--- config.mk ---
export PLATFORM = sky130hd
export DESIGN_NAME = gps_nav_msg_gen
export DESIGN_NICKNAME = d
export VERILOG_FILES = /design/src/rtl/gps_nav_msg_gen.sv
export SDC_FILE = /design/constraint.sdc
export NUM_CORES = 1
export LEC_CHECK = 0
export ABC_AREA = 1
export BUFFER_PORTS_ARGS = -buffer_cell sky130_fd_sc_hd__buf_2
export CAP_MARGIN = 20
export CORE_UTILIZATION = 51
export CTS_BUF_LIST = sky130_fd_sc_hd__clkbuf_8
export CTS_CLUSTER_DIAMETER = 200
export DETAILED_ROUTE_END_ITERATION = 12
export PLACE_DENSITY_LB_ADDON = 0.25
export SETUP_SLACK_MARGIN = 0.4
export SYNTH_ARGS = -nofsm -noshare
export SYNTH_HDL_FRONTEND = slang
export SYNTH_SLANG_ARGS = --single-unit
--- constraint.sdc ---
create_clock -name clk_in -period 2.3 [get_ports clk_in]
set_input_delay 0.23 -clock clk_in [delete_from_list [all_inputs] [get_ports clk_in]]
set_output_delay 0.23 -clock clk_in [all_outputs]
set_load 0.1 [all_outputs]
--- src/rtl/gps_nav_msg_gen.sv ---
`timescale 1ns/1ps
`default_nettype none
// ============================================================================
// Module   : gps_nav_msg_gen
// Purpose  : Navigation-data bit source for the GPS signal-generation core.
//            Emits repeating frames of an 8-bit preamble followed by a 32-bit
//            payload word, MSB first. Each bit lasts EPOCHS_PER_BIT code
//            periods of SAMPLES_PER_EPOCH enabled cycles, so the bit edges
//            line up with the core's code-phase counter (same reset/enable).
//            Payload comes from a one-entry valid/ready load buffer or, when
//            no user word is available / selected, from PRESET_WORD.
// Ports    : clk_in           clock
//            rst_in_n         asynchronous active-low reset
//            ena_in           timing enable shared with the signal core
//            src_sel_in       0 = preset payload, 1 = buffered user payload
//            word_in          user payload word
//            word_valid_in    word_in valid
//            word_ready_out   load buffer empty
//            clr_underrun_in  clears underrun_out
//            msg_out          navigation bit (to core msg_in)
//            bit_strobe_out   pulse on first cycle of each new bit
//            frame_start_out  pulse on first cycle of preamble bit 7
//            underrun_out     sticky payload-underrun flag
// Revision : 1.0  initial release
// ============================================================================
module gps_nav_msg_gen #(
    parameter int          SAMPLES_PER_EPOCH = 16368,
    parameter int          EPOCHS_PER_BIT    = 20,
    parameter logic [7:0]  PREAMBLE          = 8'h8B,
    parameter logic [31:0] PRESET_WORD       = 32'hFEEDCAFE
) (
    input  logic        clk_in,
    input  logic        rst_in_n,
    input  logic        ena_in,
    input  logic        src_sel_in,
    input  logic [31:0] word_in,
    input  logic        word_valid_in,
    output logic        word_ready_out,
    input  logic        clr_underrun_in,
    output logic        msg_out,
    output logic        bit_strobe_out,
    output logic        frame_start_out,
    output logic        underrun_out
);

    localparam int c_SAMPLE_W = (SAMPLES_PER_EPOCH > 1) ? $clog2(SAMPLES_PER_EPOCH) : 1;
    localparam int c_EPOCH_W  = (EPOCHS_PER_BIT > 1)    ? $clog2(EPOCHS_PER_BIT)    : 1;
    localparam logic [c_SAMPLE_W-1:0] c_SAMPLE_LAST = c_SAMPLE_W'(SAMPLES_PER_EPOCH - 1);
    localparam logic [c_EPOCH_W-1:0]  c_EPOCH_LAST  = c_EPOCH_W'(EPOCHS_PER_BIT - 1);
    localparam logic [4:0]            c_PRE_TOP     = 5'd7;
    localparam logic [4:0]            c_PAY_TOP     = 5'd31;

    typedef enum logic [0:0] {
        ST_PRE = 1'b0,
        ST_PAY = 1'b1
    } state_t;

    // ------------------------------------------------------------------------
    // Registers
    // ------------------------------------------------------------------------
    logic [c_SAMPLE_W-1:0] r_sample_cnt_q;
    logic [c_EPOCH_W-1:0]  r_epoch_cnt_q;
    state_t                r_state_q;
    logic [4:0]            r_bit_idx_q;
    logic [31:0]           r_payload_q;
    logic                  r_msg_q;
    logic                  r_strobe_q;
    logic                  r_frame_q;
    logic                  r_underrun_q;
    logic                  r_buf_full_q;
    logic [31:0]           r_buf_word_q;

    // ------------------------------------------------------------------------
    // Next-state values
    // ------------------------------------------------------------------------
    logic [c_SAMPLE_W-1:0] w_sample_cnt_d;
    logic [c_EPOCH_W-1:0]  w_epoch_cnt_d;
    state_t                w_state_d;
    logic [4:0]            w_bit_idx_d;
    logic [31:0]           w_payload_d;
    logic                  w_msg_d;
    logic                  w_strobe_d;
    logic                  w_frame_d;
    logic                  w_underrun_d;
    logic                  w_buf_full_d;
    logic [31:0]           w_buf_word_d;

    logic w_sample_last;
    logic w_epoch_last;
    logic w_boundary;
    logic w_pay_load;
    logic w_take_buf;
    logic w_underrun_set;
    logic w_accept;

    assign w_sample_last = (r_sample_cnt_q == c_SAMPLE_LAST);
    assign w_epoch_last  = (r_epoch_cnt_q == c_EPOCH_LAST);
    assign w_boundary    = ena_in & w_sample_last & w_epoch_last;

    // Boundary that ends preamble bit 0: the payload word is chosen here.
    assign w_pay_load     = w_boundary & (r_state_q == ST_PRE) & (r_bit_idx_q == 5'd0);
    // Both decisions look at the registered buffer state only, so a word
    // accepted in this same cycle is kept for the following frame.
    assign w_take_buf     = w_pay_load & src_sel_in & r_buf_full_q;
    assign w_underrun_set = w_pay_load & src_sel_in & ~r_buf_full_q;
    assign w_accept       = word_valid_in & ~r_buf_full_q;

    // ------------------------------------------------------------------------
    // Code-phase aligned timing counters
    // ------------------------------------------------------------------------
    always_comb begin
        w_sample_cnt_d = r_sample_cnt_q;
        w_epoch_cnt_d  = r_epoch_cnt_q;
        if (ena_in) begin
            if (w_sample_last) begin
                w_sample_cnt_d = '0;
                w_epoch_cnt_d  = w_epoch_last ? '0 : r_epoch_cnt_q + 1'b1;
            end else begin
                w_sample_cnt_d = r_sample_cnt_q + 1'b1;
            end
        end
    end

    // ------------------------------------------------------------------------
    // Frame state machine and registered bit outputs
    // ------------------------------------------------------------------------
    always_comb begin
        w_state_d   = r_state_q;
        w_bit_idx_d = r_bit_idx_q;
        w_payload_d = r_payload_q;
        w_msg_d     = r_msg_q;
        w_strobe_d  = 1'b0;
        w_frame_d   = 1'b0;

        if (w_boundary) begin
            w_strobe_d = 1'b1;
            case (r_state_q)
                ST_PRE: begin
                    if (r_bit_idx_q != 5'd0) begin
                        w_bit_idx_d = r_bit_idx_q - 5'd1;
                    end else begin
                        w_state_d   = ST_PAY;
                        w_bit_idx_d = c_PAY_TOP;
                        w_payload_d = w_take_buf ? r_buf_word_q : PRESET_WORD;
                    end
                end
                ST_PAY: begin
                    if (r_bit_idx_q != 5'd0) begin
                        w_bit_idx_d = r_bit_idx_q - 5'd1;
                    end else begin
                        w_state_d   = ST_PRE;
                        w_bit_idx_d = c_PRE_TOP;
                    end
                end
                default: begin
                    w_state_d   = ST_PRE;
                    w_bit_idx_d = c_PRE_TOP;
                end
            endcase

            // The output bit is looked up from the post-transition position so
            // msg_out changes together with the strobe.
            if (w_state_d == ST_PRE) begin
                w_msg_d   = PREAMBLE[w_bit_idx_d[2:0]];
                w_frame_d = (w_bit_idx_d == c_PRE_TOP);
            end else begin
                w_msg_d   = w_payload_d[w_bit_idx_d];
            end
        end
    end

    // ------------------------------------------------------------------------
    // One-entry load buffer and sticky underrun flag
    // ------------------------------------------------------------------------
    always_comb begin
        w_buf_full_d = r_buf_full_q;
        w_buf_word_d = r_buf_word_q;
        // Consume and accept are mutually exclusive: one needs the buffer
        // full, the other needs it empty.
        if (w_take_buf) begin
            w_buf_full_d = 1'b0;
        end else if (w_accept) begin
            w_buf_full_d = 1'b1;
            w_buf_word_d = word_in;
        end
    end

    always_comb begin
        w_underrun_d = r_underrun_q;
        if (w_underrun_set) begin
            w_underrun_d = 1'b1;
        end else if (clr_underrun_in) begin
            w_underrun_d = 1'b0;
        end
    end

    // ------------------------------------------------------------------------
    // State registers
    // ------------------------------------------------------------------------
    always_ff @(posedge clk_in or negedge rst_in_n) begin
        if (!rst_in_n) begin
            r_sample_cnt_q <= '0;
            r_epoch_cnt_q  <= '0;
            r_state_q      <= ST_PRE;
            r_bit_idx_q    <= c_PRE_TOP;
            r_payload_q    <= '0;
            r_msg_q        <= PREAMBLE[7];
            r_strobe_q     <= 1'b0;
            r_frame_q      <= 1'b0;
            r_underrun_q   <= 1'b0;
            r_buf_full_q   <= 1'b0;
            r_buf_word_q   <= '0;
        end else begin
            r_sample_cnt_q <= w_sample_cnt_d;
            r_epoch_cnt_q  <= w_epoch_cnt_d;
            r_state_q      <= w_state_d;
            r_bit_idx_q    <= w_bit_idx_d;
            r_payload_q    <= w_payload_d;
            r_msg_q        <= w_msg_d;
            r_strobe_q     <= w_strobe_d;
            r_frame_q      <= w_frame_d;
            r_underrun_q   <= w_underrun_d;
            r_buf_full_q   <= w_buf_full_d;
            r_buf_word_q   <= w_buf_word_d;
        end
    end

    assign msg_out         = r_msg_q;
    assign bit_strobe_out  = r_strobe_q;
    assign frame_start_out = r_frame_q;
    assign underrun_out    = r_underrun_q;
    assign word_ready_out  = ~r_buf_full_q;

endmodule
`default_nettype wire

# Word level (Yosys, flattened, before mapping)
# Memory sizes are Yosys's and may differ from the RTL's.
# Cells that the tools add are included.
[classes] add_sub_neg=3 order_cmp=2 n_eq_ne=3 mux=25 bitwise=11 n_reduce_logical=6
[op_table] op="2-to-1 mux 32 bit" count=4
[op_table] op="2-to-1 mux 5 bit" count=4
[op_table] op="adder 14 x 1 -> 14 bit (second input constant)" count=1
[op_table] op="equality test 14 bit (second input constant)" count=1
[op_table] op="2-to-1 mux 14 bit" count=1
[op_table] op="2-to-1 mux 1 bit" count=13
[op_table] op="one-hot mux 5 bit (2 select lines)" count=1
[op_table] op="AND 1 bit" count=8
[op_table] op="< comparator 5 x 6 -> 1 bit (second input constant)" count=1
[op_table] op="adder 5 x 1 -> 5 bit (second input constant)" count=1
[op_table] op="binary-select mux 1 bit (select 5 bit)" count=1
[op_table] op="equality test 5 x 3 -> 1 bit (second input constant)" count=1
[op_table] op="equality test 5 bit (second input constant)" count=1
[op_table] op="zero test 5 bit" count=1
[op_table] op="nonzero test 5 bit" count=1
[op_table] op="subtractor 5 x 1 -> 5 bit (second input constant)" count=1
[op_table] op="< comparator 3 x 4 -> 1 bit (second input constant)" count=1
[op_table] op="AND reduction 2 bit" count=2
[op_table] op="nonzero test 2 bit" count=2
[op_table] op="NOT 1 bit" count=3
[op_table] op="one-hot mux 1 bit (2 select lines)" count=1
[totals] register_bits=94 mem_bits_ro=8 inputBits=38 out_inout_bits=5 elab_cells=62 memories=1
[mem_list] memory="(no name shown)" depth=8 width=1 read_ports=1 rd_ports_with_merged_regs=0 wr=0 line="164" text="w_msg_d = PREAMBLE[w_bit_idx_d[2:0]];"

# Depth between registers and ports, before layout
# Gate-level depths: netlist of the first run.
[depth] word_depth=14 mapped_depth=18 ltp_nobuf=16

# Worst setup path before layout of the first run
# Ideal clock, no wire load.
[synth_timing] path_type="reg2reg" startpoint="reg r_bit_idx_q[0]" endpoint="reg r_msg_q (netlist: msg_out)" setup_time_ns=0.068 arrival_ns=2.363 t_required_ns=2.232 path_slack_ns=-0.131 stages_incl_launch_ff=16 n_path_buf=2 period_less_slack_ns=2.431 cell_sequence="dfstp_2 buf_2 inv_1 clkbuf_1 ha_1 nand3_2 inv_1 nor3_1 inv_1 nand2_1 nor2_1 nand2_1 nand3_1 nand3_1 nand3_2 a21oi_2"
[synth_via] elab_chain_cells=11 elab_cells_between_ends=23 cone_classes="add/sub (1); mux (16); bitwise (3); reduce/logical (2); memory (1)"
[synth_rtl] item="from (decl)" line="64" text="logic [4:0] r_bit_idx_q;"
[synth_rtl] item="from (signal assigned)" line="205" text="r_bit_idx_q <= c_PRE_TOP;"
[synth_rtl] item="from (signal assigned)" line="217" text="r_bit_idx_q <= w_bit_idx_d;"
[synth_rtl] item="zero test 5 bit" line="101" text="assign w_pay_load = w_boundary & (r_state_q == ST_PRE) & (r_bit_idx_q == 5'd0);"
[synth_rtl] item="AND 1 bit" line="101"
[synth_rtl] item="AND 1 bit (2 in series)" line="104" text="assign w_take_buf = w_pay_load & src_sel_in & r_buf_full_q;"
[synth_rtl] item="2-to-1 mux 32 bit" line="144" text="w_payload_d = w_take_buf ? r_buf_word_q : PRESET_WORD;"
[synth_rtl] item="2-to-1 mux 32 bit" line="139" text="if (r_bit_idx_q != 5'd0) begin"
[synth_rtl] item="2-to-1 mux 32 bit" line="137" text="case (r_state_q)"
[synth_rtl] item="2-to-1 mux 32 bit" line="135" text="if (w_boundary) begin"
[synth_rtl] item="binary-select mux 1 bit (select 5 bit)" line="167" text="w_msg_d = w_payload_d[w_bit_idx_d];"
[synth_rtl] item="2-to-1 mux 1 bit (implied by the code)" line="167"
[synth_rtl] item="2-to-1 mux 1 bit (*)" line="163" text="if (w_state_d == ST_PRE) begin"
[synth_rtl] item="to (signal assigned)" line="207" text="r_msg_q <= PREAMBLE[7];"
[synth_rtl] item="to (signal assigned)" line="219" text="r_msg_q <= w_msg_d;"
[synth_rtl] item="to (decl)" line="66" text="logic r_msg_q;"
# Mark *: on every way between the ends. The rest lies on a longest branch, timed or not. The select of a mux whose other input is x is not followed.
# A chain may end at the register's enable or synchronous reset.

# Final worst setup path of the first run
[layout_timing] startpoint="reg r_sample_cnt_q[0]" endpoint="reg r_msg_q (netlist: msg_out)"
[layout_via] elab_chain_cells=14
[layout_rtl] item="from (decl)" line="61" text="logic [c_SAMPLE_W-1:0] r_sample_cnt_q;"
[layout_rtl] item="from (signal assigned)" line="214" text="r_sample_cnt_q <= w_sample_cnt_d;"
[layout_rtl] item="equality test 14 bit (*)" line="96" text="assign w_sample_last = (r_sample_cnt_q == c_SAMPLE_LAST);"
[layout_rtl] item="AND 1 bit (*) (2 in series)" line="98" text="assign w_boundary = ena_in & w_sample_last & w_epoch_last;"
[layout_rtl] item="AND 1 bit (2 in series)" line="101"
[layout_rtl] item="AND 1 bit (2 in series)" line="104"
[layout_rtl] item="2-to-1 mux 32 bit" line="144"
[layout_rtl] item="2-to-1 mux 32 bit" line="139"
[layout_rtl] item="2-to-1 mux 32 bit" line="137"
[layout_rtl] item="2-to-1 mux 32 bit" line="135"
[layout_rtl] item="binary-select mux 1 bit (select 5 bit)" line="167"
[layout_rtl] item="2-to-1 mux 1 bit (implied by the code)" line="167"
[layout_rtl] item="2-to-1 mux 1 bit" line="163"
# Marked as above.

==> results of run 1 <==
==> metal layers <==
layer	GRT usage, %	vias up
met5	0	-
met3	3.34	25
met1	35.9	2060
met4	9.59	0
li1	-	2097
met2	41.9	136
==> metrics by stage <==
stage / setup TNS (ns) / cells / worst slack (ns) / util [%]
6_report: 0 / 805 / 0.0973 / 66.7
4_1_cts: 0 / 795 / 0.0948 / 63.4
3_5_place_dp: 0 / 754 / 0.0615 / 57.4
2_1_floorplan: 0 / 594 / 0.184 / -
3_3_place_gp: 0 / 754 / 0.142 / 57.4
5_1_grt: -0.0425 / 805 / -0.0425 / 66.7
==> cells in the final DEF (no fill, tap or decap), types with 10 or more instances in the layout <==
cell and count:
sky130_fd_sc_hd__mux2_2 24, sky130_fd_sc_hd__clkbuf_8 10, sky130_fd_sc_hd__or2_2 18, sky130_fd_sc_hd__buf_4 34, sky130_fd_sc_hd__a21oi_1 16, sky130_fd_sc_hd__inv_1 42, sky130_fd_sc_hd__buf_2 42, sky130_fd_sc_hd__nand3_2 23
sky130_fd_sc_hd__o21ai_0 25, sky130_fd_sc_hd__dfrtp_1 90, sky130_fd_sc_hd__nand2_1 103, sky130_fd_sc_hd__nand3_1 52, sky130_fd_sc_hd__nor2_1 68
==> sequential cells by signal, indices dropped and copies added, names as in the netlist <==
register and count:
frame_start_out 1, r_payload_q 32, msg_out 1, r_sample_cnt_q 14
r_bit_idx_q 5, bit_strobe_out 1, r_epoch_cnt_q 5, r_buf_word_q 32
r_buf_full_q 1, underrun_out 1, r_state_q 1
==> timing repair <==
action	4_1_cts	5_1_grt
resized for setup	33	59
endpoints found under the setup margin	30	63
hold endpoints to repair	15	0
buffers inserted	20	9
pin swaps	8	16
hold buffers	1	0
cloned	4	1
==> layout make-up <==
cell class,count,area (sq um)
Timing Repair inverter,1,11.3
Timing Repair Buffer,94,764
Sequential cell,94,2360
Clock inverter,6,70.1
Inverter,53,215
Clock buffer,10,138
Fill cell,775,3110
Tap cell,129,161
Multi-Input combinational cell,418,2500
==> path summary, 6_finish.rpt <==
| check | endpoint | slack, ns | startpoint |
|---|---|---|---|
| min in group asynchronous | r_sample_cnt_q[0] | 0.28 | rst_in_n |
| setup reg to reg | msg_out | 0.1 | r_sample_cnt_q[0] |
| max in group asynchronous | r_payload_q[16] | 1.39 | rst_in_n |
| setup / recovery | msg_out | 0.1 | r_sample_cnt_q[0] |
| hold / removal | underrun_out | 0.04 | clr_underrun_in |
| hold reg to reg | r_payload_q[4] | 0.49 | r_payload_q[4] |
==> cells by family (layout without fill, tap and decap cells) <==
kind of cell,count (synthesis),in the layout
AND/OR/NAND/NOR,319,319
flip-flops,94,94
buffers and inverters,82,164
AO/OA/AOI/OAI,66,66
multiplexers,24,24
XOR/XNOR,5,5
adder cells (fa/ha/maj),4,4
==> report_power, final <==
part	switching (W)	internal (W)	total, W	leakage, nW
clock	0.000611	0.000542	0.00115	0.106
combinational	0.000262	0.000197	0.000459	1.82
sequential	0.0000752	0.00172	0.00180	1.21
==> impl_metrics.env, run 1 <==
export IMPL_result_of_the_run="finished, final reports clean"
export IMPL_cp_data_required_time_ns=2.60
export IMPL_worst_setup_path_start_kind="flip-flop"
export IMPL_final_cell_area_sq_mm=0.00622
export IMPL_antenna_violating_nets_post_route=0
export IMPL_clock_skew_final_ns=0.0133
export IMPL_number_of_cts_inserted_buffers=9
export IMPL_floorplan_die_area_sq_mm=0.0101
export IMPL_synth_top_area_share_pct=45.6
export IMPL_synthAdderAreaFrac_pct=1.01
export IMPL_p_per_area_mw_per_mm2=549
export IMPL_holdCritPathClass="primary input to flip-flop"
export IMPL_dr_max_layer_used="met4"
export IMPL_detailed_route_iter0_violations=262
export IMPL_cts_tree="built"
export IMPL_largest_family_of_logic_cells_by_synthesized_area="simple AND/OR/NAND/NOR gates"
export IMPL_hold_ws_ns=0.0437
export IMPL_cp_num_cells=18
export IMPL_cpMaxStageDelayCell="sky130_fd_sc_hd__dfrtp_1"
export IMPL_clk_path_buf_depth=2
export IMPL_final_layout_size_suffix_gt1_share_pct=35.1
export IMPL_max_cap_violations=0
export IMPL_leakagePower_nw=3.14
export IMPL_die_height_um=100
export IMPL_via_count=4318
export IMPL_detail_route_wirelength_um=12500
export IMPL_root_buffer="sky130_fd_sc_hd__clkbuf_8"
export IMPL_clk_pin_slew_ns=0.10
export IMPL_synth_warnings=0
export IMPL_dpl_hpwl_um=7660
export IMPL_finalHoldViolations=0
export IMPL_port_buffers=42
export IMPL_postSynthAreaPerCell_sq_um=8.32
export IMPL_yosys_area_share_xor_xnor_pct=0.887
export IMPL_gpl_final_weighted_congestion=0.820
export IMPL_grt_setup_unrepaired="yes"
export IMPL_grt_util_all_layers_pct=25.9
export IMPL_ir_worst_vdd_mv=0.341
export IMPL_num_rows=35
export IMPL_synth_top_cells_by_count="sky130_fd_sc_hd__nand2_1 (113), sky130_fd_sc_hd__dfrtp_1 (90), sky130_fd_sc_hd__nor2_1 (76)"
export IMPL_synthArstFlopShare_pct=100
export IMPL_postSynth_topFlopCell="sky130_fd_sc_hd__dfrtp_1"
export IMPL_critPathArrivalTime_ns=2.51
export IMPL_met2RoutedLength_um=6120
export IMPL_critPathMaxStageDelay_ns=0.40
export IMPL_synth_compound_gate_area_share_pct=7.19
export IMPL_fin_crit_ns=2.20
export IMPL_synth_distinct_cells=38
export IMPL_post_drt_wl_per_cell_um=15.5
export IMPL_initial_core_util_pct=53.0
export IMPL_cp_cell_sequence="ha_4, nand2_2, inv_2, nand2_2, nor2_4, nand3_4, nor2_8, buf_6, clkbuf_16, nand3_1, nand2_1, nand2_1, nand3_1, nand2_1, nand3_2, nand3_2, nand3_2, a21oi_2"
export IMPL_timing_setup_critical_path_class="flip-flop to flip-flop"
export IMPL_antenna_diode_count=0
export IMPL_synthMostInstantiatedCell="sky130_fd_sc_hd__nand2_1"
export IMPL_grt_start_max_net_pins=53
export IMPL_worst_r2r_path_depth=18
export IMPL_final_min_period_over_clock_period_pct=95.8
export IMPL_whs_path_depth=2
export IMPL_avgViaCountPerCell=5.36
export IMPL_core_area_sq_mm=0.00933
export IMPL_synth_top_area_cell="sky130_fd_sc_hd__dfrtp_1"
export IMPL_numClockSinks=94
export IMPL_report_final_slew_viol_count=0
export IMPL_clk_insertion_delay_late_ns=0.37
export IMPL_power_total_w=0.00341
export IMPL_initial_antenna_violation_count=0
export IMPL_floorplan_io_pins=43
export IMPL_synth_enable_flop_cells=0
export IMPL_grt_pass1_wl_um=20300
export IMPL_synth_cell_area_sq_mm=0.00494
export IMPL_place_area_sq_mm=0.00536
export IMPL_share_of_synthesized_cell_area_in_and_or_nand_and_nor_gates_pct=30.4
export IMPL_synthesis_instances=594
export IMPL_critical_path_n_buffers_inverters=3
export IMPL_relative_slew_slack_pct=67.2
export IMPL_htreeDepth=3
export IMPL_globalRoute_totalOverflow=0
export IMPL_synth_net_count=636
export IMPL_detailroute_wirelength_met3_um=599
export IMPL_die_width_um=100
export IMPL_postSynthRegisterBits=94
export IMPL_synth_mux_area_fraction_pct=5.47
export IMPL_max_fanout_on_critical_path=7
export IMPL_crit_family="simple AND/OR/NAND/NOR gates"
export IMPL_timing_final_setup_violations=0
export IMPL_detail_route_first_pass_iterations=5
export IMPL_route_detailed_drc=0
export IMPL_synth_seq_area_share_pct=47.7
export IMPL_routed_length_on_met1_um=5490
export IMPL_critPathCaptureType="flip-flop"
export IMPL_worst_margin_pin_slew_ns=0.496
export IMPL_timing_fmax_ghz=0.454
export IMPL_layout_nets=713
export IMPL_area_growth_syn_to_layout_pct=25.9
export IMPL_synth_area_top_cells="sky130_fd_sc_hd__dfrtp_1 (46%), sky130_fd_sc_hd__nand2_1 (8.6%), sky130_fd_sc_hd__nand3_1 (7.0%)"
export IMPL_grt_pass1_vias=4268
(Power assumes the default switching activity.)
==> run 2: changes to the inputs <==
--- a/config.mk
+++ b/config.mk
@@ -12,6 +12,7 @@
 export CTS_BUF_LIST = sky130_fd_sc_hd__clkbuf_8
 export CTS_CLUSTER_DIAMETER = 200
 export DETAILED_ROUTE_END_ITERATION = 12
+export GPL_TIMING_DRIVEN = 0
 export PLACE_DENSITY_LB_ADDON = 0.25
 export SETUP_SLACK_MARGIN = 0.4
 export SYNTH_ARGS = -nofsm -noshare
==> constraint.sdc (replaced) <==
create_clock -name clk_in -period 2.8 [get_ports clk_in]
set_input_delay 0.28 -clock clk_in [delete_from_list [all_inputs] [get_ports clk_in]]
set_output_delay 0.28 -clock clk_in [all_outputs]
set_load 0.1 [all_outputs]
==> run 2 against run 1 <==
Against the previous run: non-clock buffer count down 11; total power down 24%; final cell count down 1.5%.
==> impl_metrics.env, run 2 (synthesis gave the netlist of run 1 again) <==
export IMPL_result_of_the_run="finished, final reports clean"
export IMPL_clk_pin_slew_ns=0.11
export IMPL_mostFrequentLayoutCell="sky130_fd_sc_hd__nand2_1"
export IMPL_die_width_um=100
export IMPL_grt_pass1_wl_um=19400
export IMPL_htreeDepth=3
export IMPL_initial_antenna_violation_count=0
export IMPL_post_drt_wl_per_cell_um=15.1
export IMPL_initial_core_util_pct=53.0
export IMPL_final_cell_mix="sky130_fd_sc_hd__nand2_1 (113), sky130_fd_sc_hd__dfrtp_1 (90), sky130_fd_sc_hd__nor2_1 (74)"
export IMPL_leakagePower_nw=3.01
export IMPL_timing_setup_critical_path_class="flip-flop to flip-flop"
export IMPL_fin_crit_ns=2.39
export IMPL_critPathArrivalTime_ns=2.70
export IMPL_timing_final_setup_violations=0
export IMPL_critPathMaxStageDelay_ns=0.38
export IMPL_finish_utilization_pct=62.4
export IMPL_relative_slew_slack_pct=61.7
export IMPL_final_layout_size_suffix_gt1_share_pct=26.7
export IMPL_critPathCaptureType="flip-flop"
export IMPL_clock_skew_final_ns=0.0137
export IMPL_grt_util_all_layers_pct=24.7
export IMPL_crit_family="simple AND/OR/NAND/NOR gates"
export IMPL_cp_cell_sequence="buf_6, inv_4, buf_8, ha_4, nand3_4, nor2_4, nand2_4, nor2_8, buf_12, clkbuf_16, nand3_2, nand3_2, nand2_1, nor2_2, nand2_1, nand3_1, nand3_1, nand3_2, a21oi_2"
export IMPL_critical_path_most_common_cell="sky130_fd_sc_hd__nand3_2"
export IMPL_dpl_hpwl_um=8360
export IMPL_max_fanout_on_critical_path=5
export IMPL_port_buffers=41
export IMPL_finalHoldViolations=0
export IMPL_setup_total_negative_slack_ns=0
export IMPL_p_per_area_mw_per_mm2=445
export IMPL_worst_setup_path_start_kind="flip-flop"
export IMPL_antenna_violating_nets_post_route=0
export IMPL_grt_pass1_vias=4120
export IMPL_avgViaCountPerCell=5.48
export IMPL_layout_nets=701
export IMPL_number_of_cts_inserted_buffers=9
export IMPL_worst_margin_pin_slew_ns=0.574
export IMPL_clk_insertion_delay_late_ns=0.37
export IMPL_route_detailed_drc=0
export IMPL_antenna_diode_count=0
export IMPL_max_cap_violations=0
export IMPL_core_area_sq_mm=0.00933
export IMPL_area_growth_syn_to_layout_pct=17.9
export IMPL_cp_num_cells=19
export IMPL_floorplan_io_pins=43
export IMPL_layout_top_registers="r_buf_word_q: 32 flops, r_payload_q: 32 flops, r_sample_cnt_q: 14 flops"
export IMPL_final_min_period_over_clock_period_pct=85.2
export IMPL_numClockSinks=94
export IMPL_detail_route_wirelength_um=11900
export IMPL_grt_start_max_net_pins=57
export IMPL_num_rows=35
export IMPL_via_count=4347
export IMPL_detail_route_first_pass_iterations=8
export IMPL_clk_path_buf_depth=2
export IMPL_root_buffer="sky130_fd_sc_hd__clkbuf_8"
export IMPL_whs_path_depth=2
export IMPL_report_final_slew_viol_count=0
export IMPL_timing_fmax_ghz=0.419
export IMPL_grt_setup_unrepaired="yes"
export IMPL_detailed_route_iter0_violations=295
export IMPL_cpMaxStageDelayCell="sky130_fd_sc_hd__dfstp_2"
export IMPL_power_total_w=0.00259
export IMPL_globalRoute_totalOverflow=0
export IMPL_ir_worst_vdd_mv=0.290
export IMPL_die_height_um=100
export IMPL_floorplan_die_area_sq_mm=0.0101
export IMPL_cp_data_required_time_ns=3.11
export IMPL_worst_r2r_path_depth=19
export IMPL_cts_tree="built"
export IMPL_critical_path_n_buffers_inverters=5
export IMPL_holdCritPathClass="primary input to flip-flop"
export IMPL_gpl_final_weighted_congestion=0.893
==> run 2: changes by cell type in the layout (fill, tap and decap cells not counted), sizes merged <==
cell      previous run  this run
buf                 92        71
clkbuf              11        19
bufbuf               0         1
bufinv               1         0
clkinvlp             2         3
==> run 2: through the flow <==
stage	cells	setup WS (ns)	hold slack (ns)	area (sq um)
finish	793	0.415	0.0923	5820
global route	793	0.333	0.104	5820
CTS	790	0.401	0.0861	5690
detailed placement	765	-0.0578	0.302	5340
global placement	764	-0.0335	0.458	5310
floorplan	594	0.464	-0.0156	4950
==> run 2: timing repair <==
action	in CTS	in global routing
pin swaps	10	15
endpoints found under the hold margin	34	0
gates resized for setup	19	27
hold buffers	1	0
buffers inserted	7	2
cloned	1	1
setup endpoints to repair	15	1
==> run 2: routing by layer <==
metal	track usage, %	up-vias	wire, um
met2	39.6	156	5630
met4	9.03	0	244
met1	33.9	2098	5420
met3	4.11	24	645
li1	-	2069	-
met5	0	-	0
==> run 2: worst reg2reg max path, cell delays in order (launching register included) <==
cell and delay (ns):
sky130_fd_sc_hd__dfstp_2 0.38, sky130_fd_sc_hd__buf_6 0.12, sky130_fd_sc_hd__inv_4 0.05, sky130_fd_sc_hd__buf_8 0.10
sky130_fd_sc_hd__ha_4 0.13, sky130_fd_sc_hd__nand3_4 0.08, sky130_fd_sc_hd__nor2_4 0.20, sky130_fd_sc_hd__nand2_4 0.10
sky130_fd_sc_hd__nor2_8 0.15, sky130_fd_sc_hd__buf_12 0.13, sky130_fd_sc_hd__clkbuf_16 0.13, sky130_fd_sc_hd__nand3_2 0.11
sky130_fd_sc_hd__nand3_2 0.11, sky130_fd_sc_hd__nand2_1 0.08, sky130_fd_sc_hd__nor2_2 0.11, sky130_fd_sc_hd__nand2_1 0.07
sky130_fd_sc_hd__nand3_1 0.08, sky130_fd_sc_hd__nand3_1 0.08, sky130_fd_sc_hd__nand3_2 0.08, sky130_fd_sc_hd__a21oi_2 0.05
==> run 2: worst paths after layout <==
kind                                 endpoint  slack, ns             from
max                                   msg_out       0.41   r_bit_idx_q[0]
min                              underrun_out       0.09  clr_underrun_in
max reg2reg                           msg_out       0.41   r_bit_idx_q[0]
min reg2reg                   r_payload_q[28]       0.49  r_payload_q[28]
max in group asynchronous     r_buf_word_q[2]       1.69         rst_in_n
min in group asynchronous  r_sample_cnt_q[11]       0.44         rst_in_n
==> run 2: layout make-up <==
type                            count  area (sq um)
Timing Repair Buffer               54           387
Clock buffer                        9           124
Fill cell                         803          3500
Tap cell                          129           161
Inverter                           53           204
Sequential cell                    94          2360
Multi-Input combinational cell    418          2340
Buffer                             29           199
Clock inverter                      7          48.8
==> run 2: report_power, final <==
group	switching (W)	total, W	internal [W]
sequential	0.0000572	0.00147	0.00142
clock	0.000521	0.000846	0.000325
combinational	0.000168	0.000271	0.000102
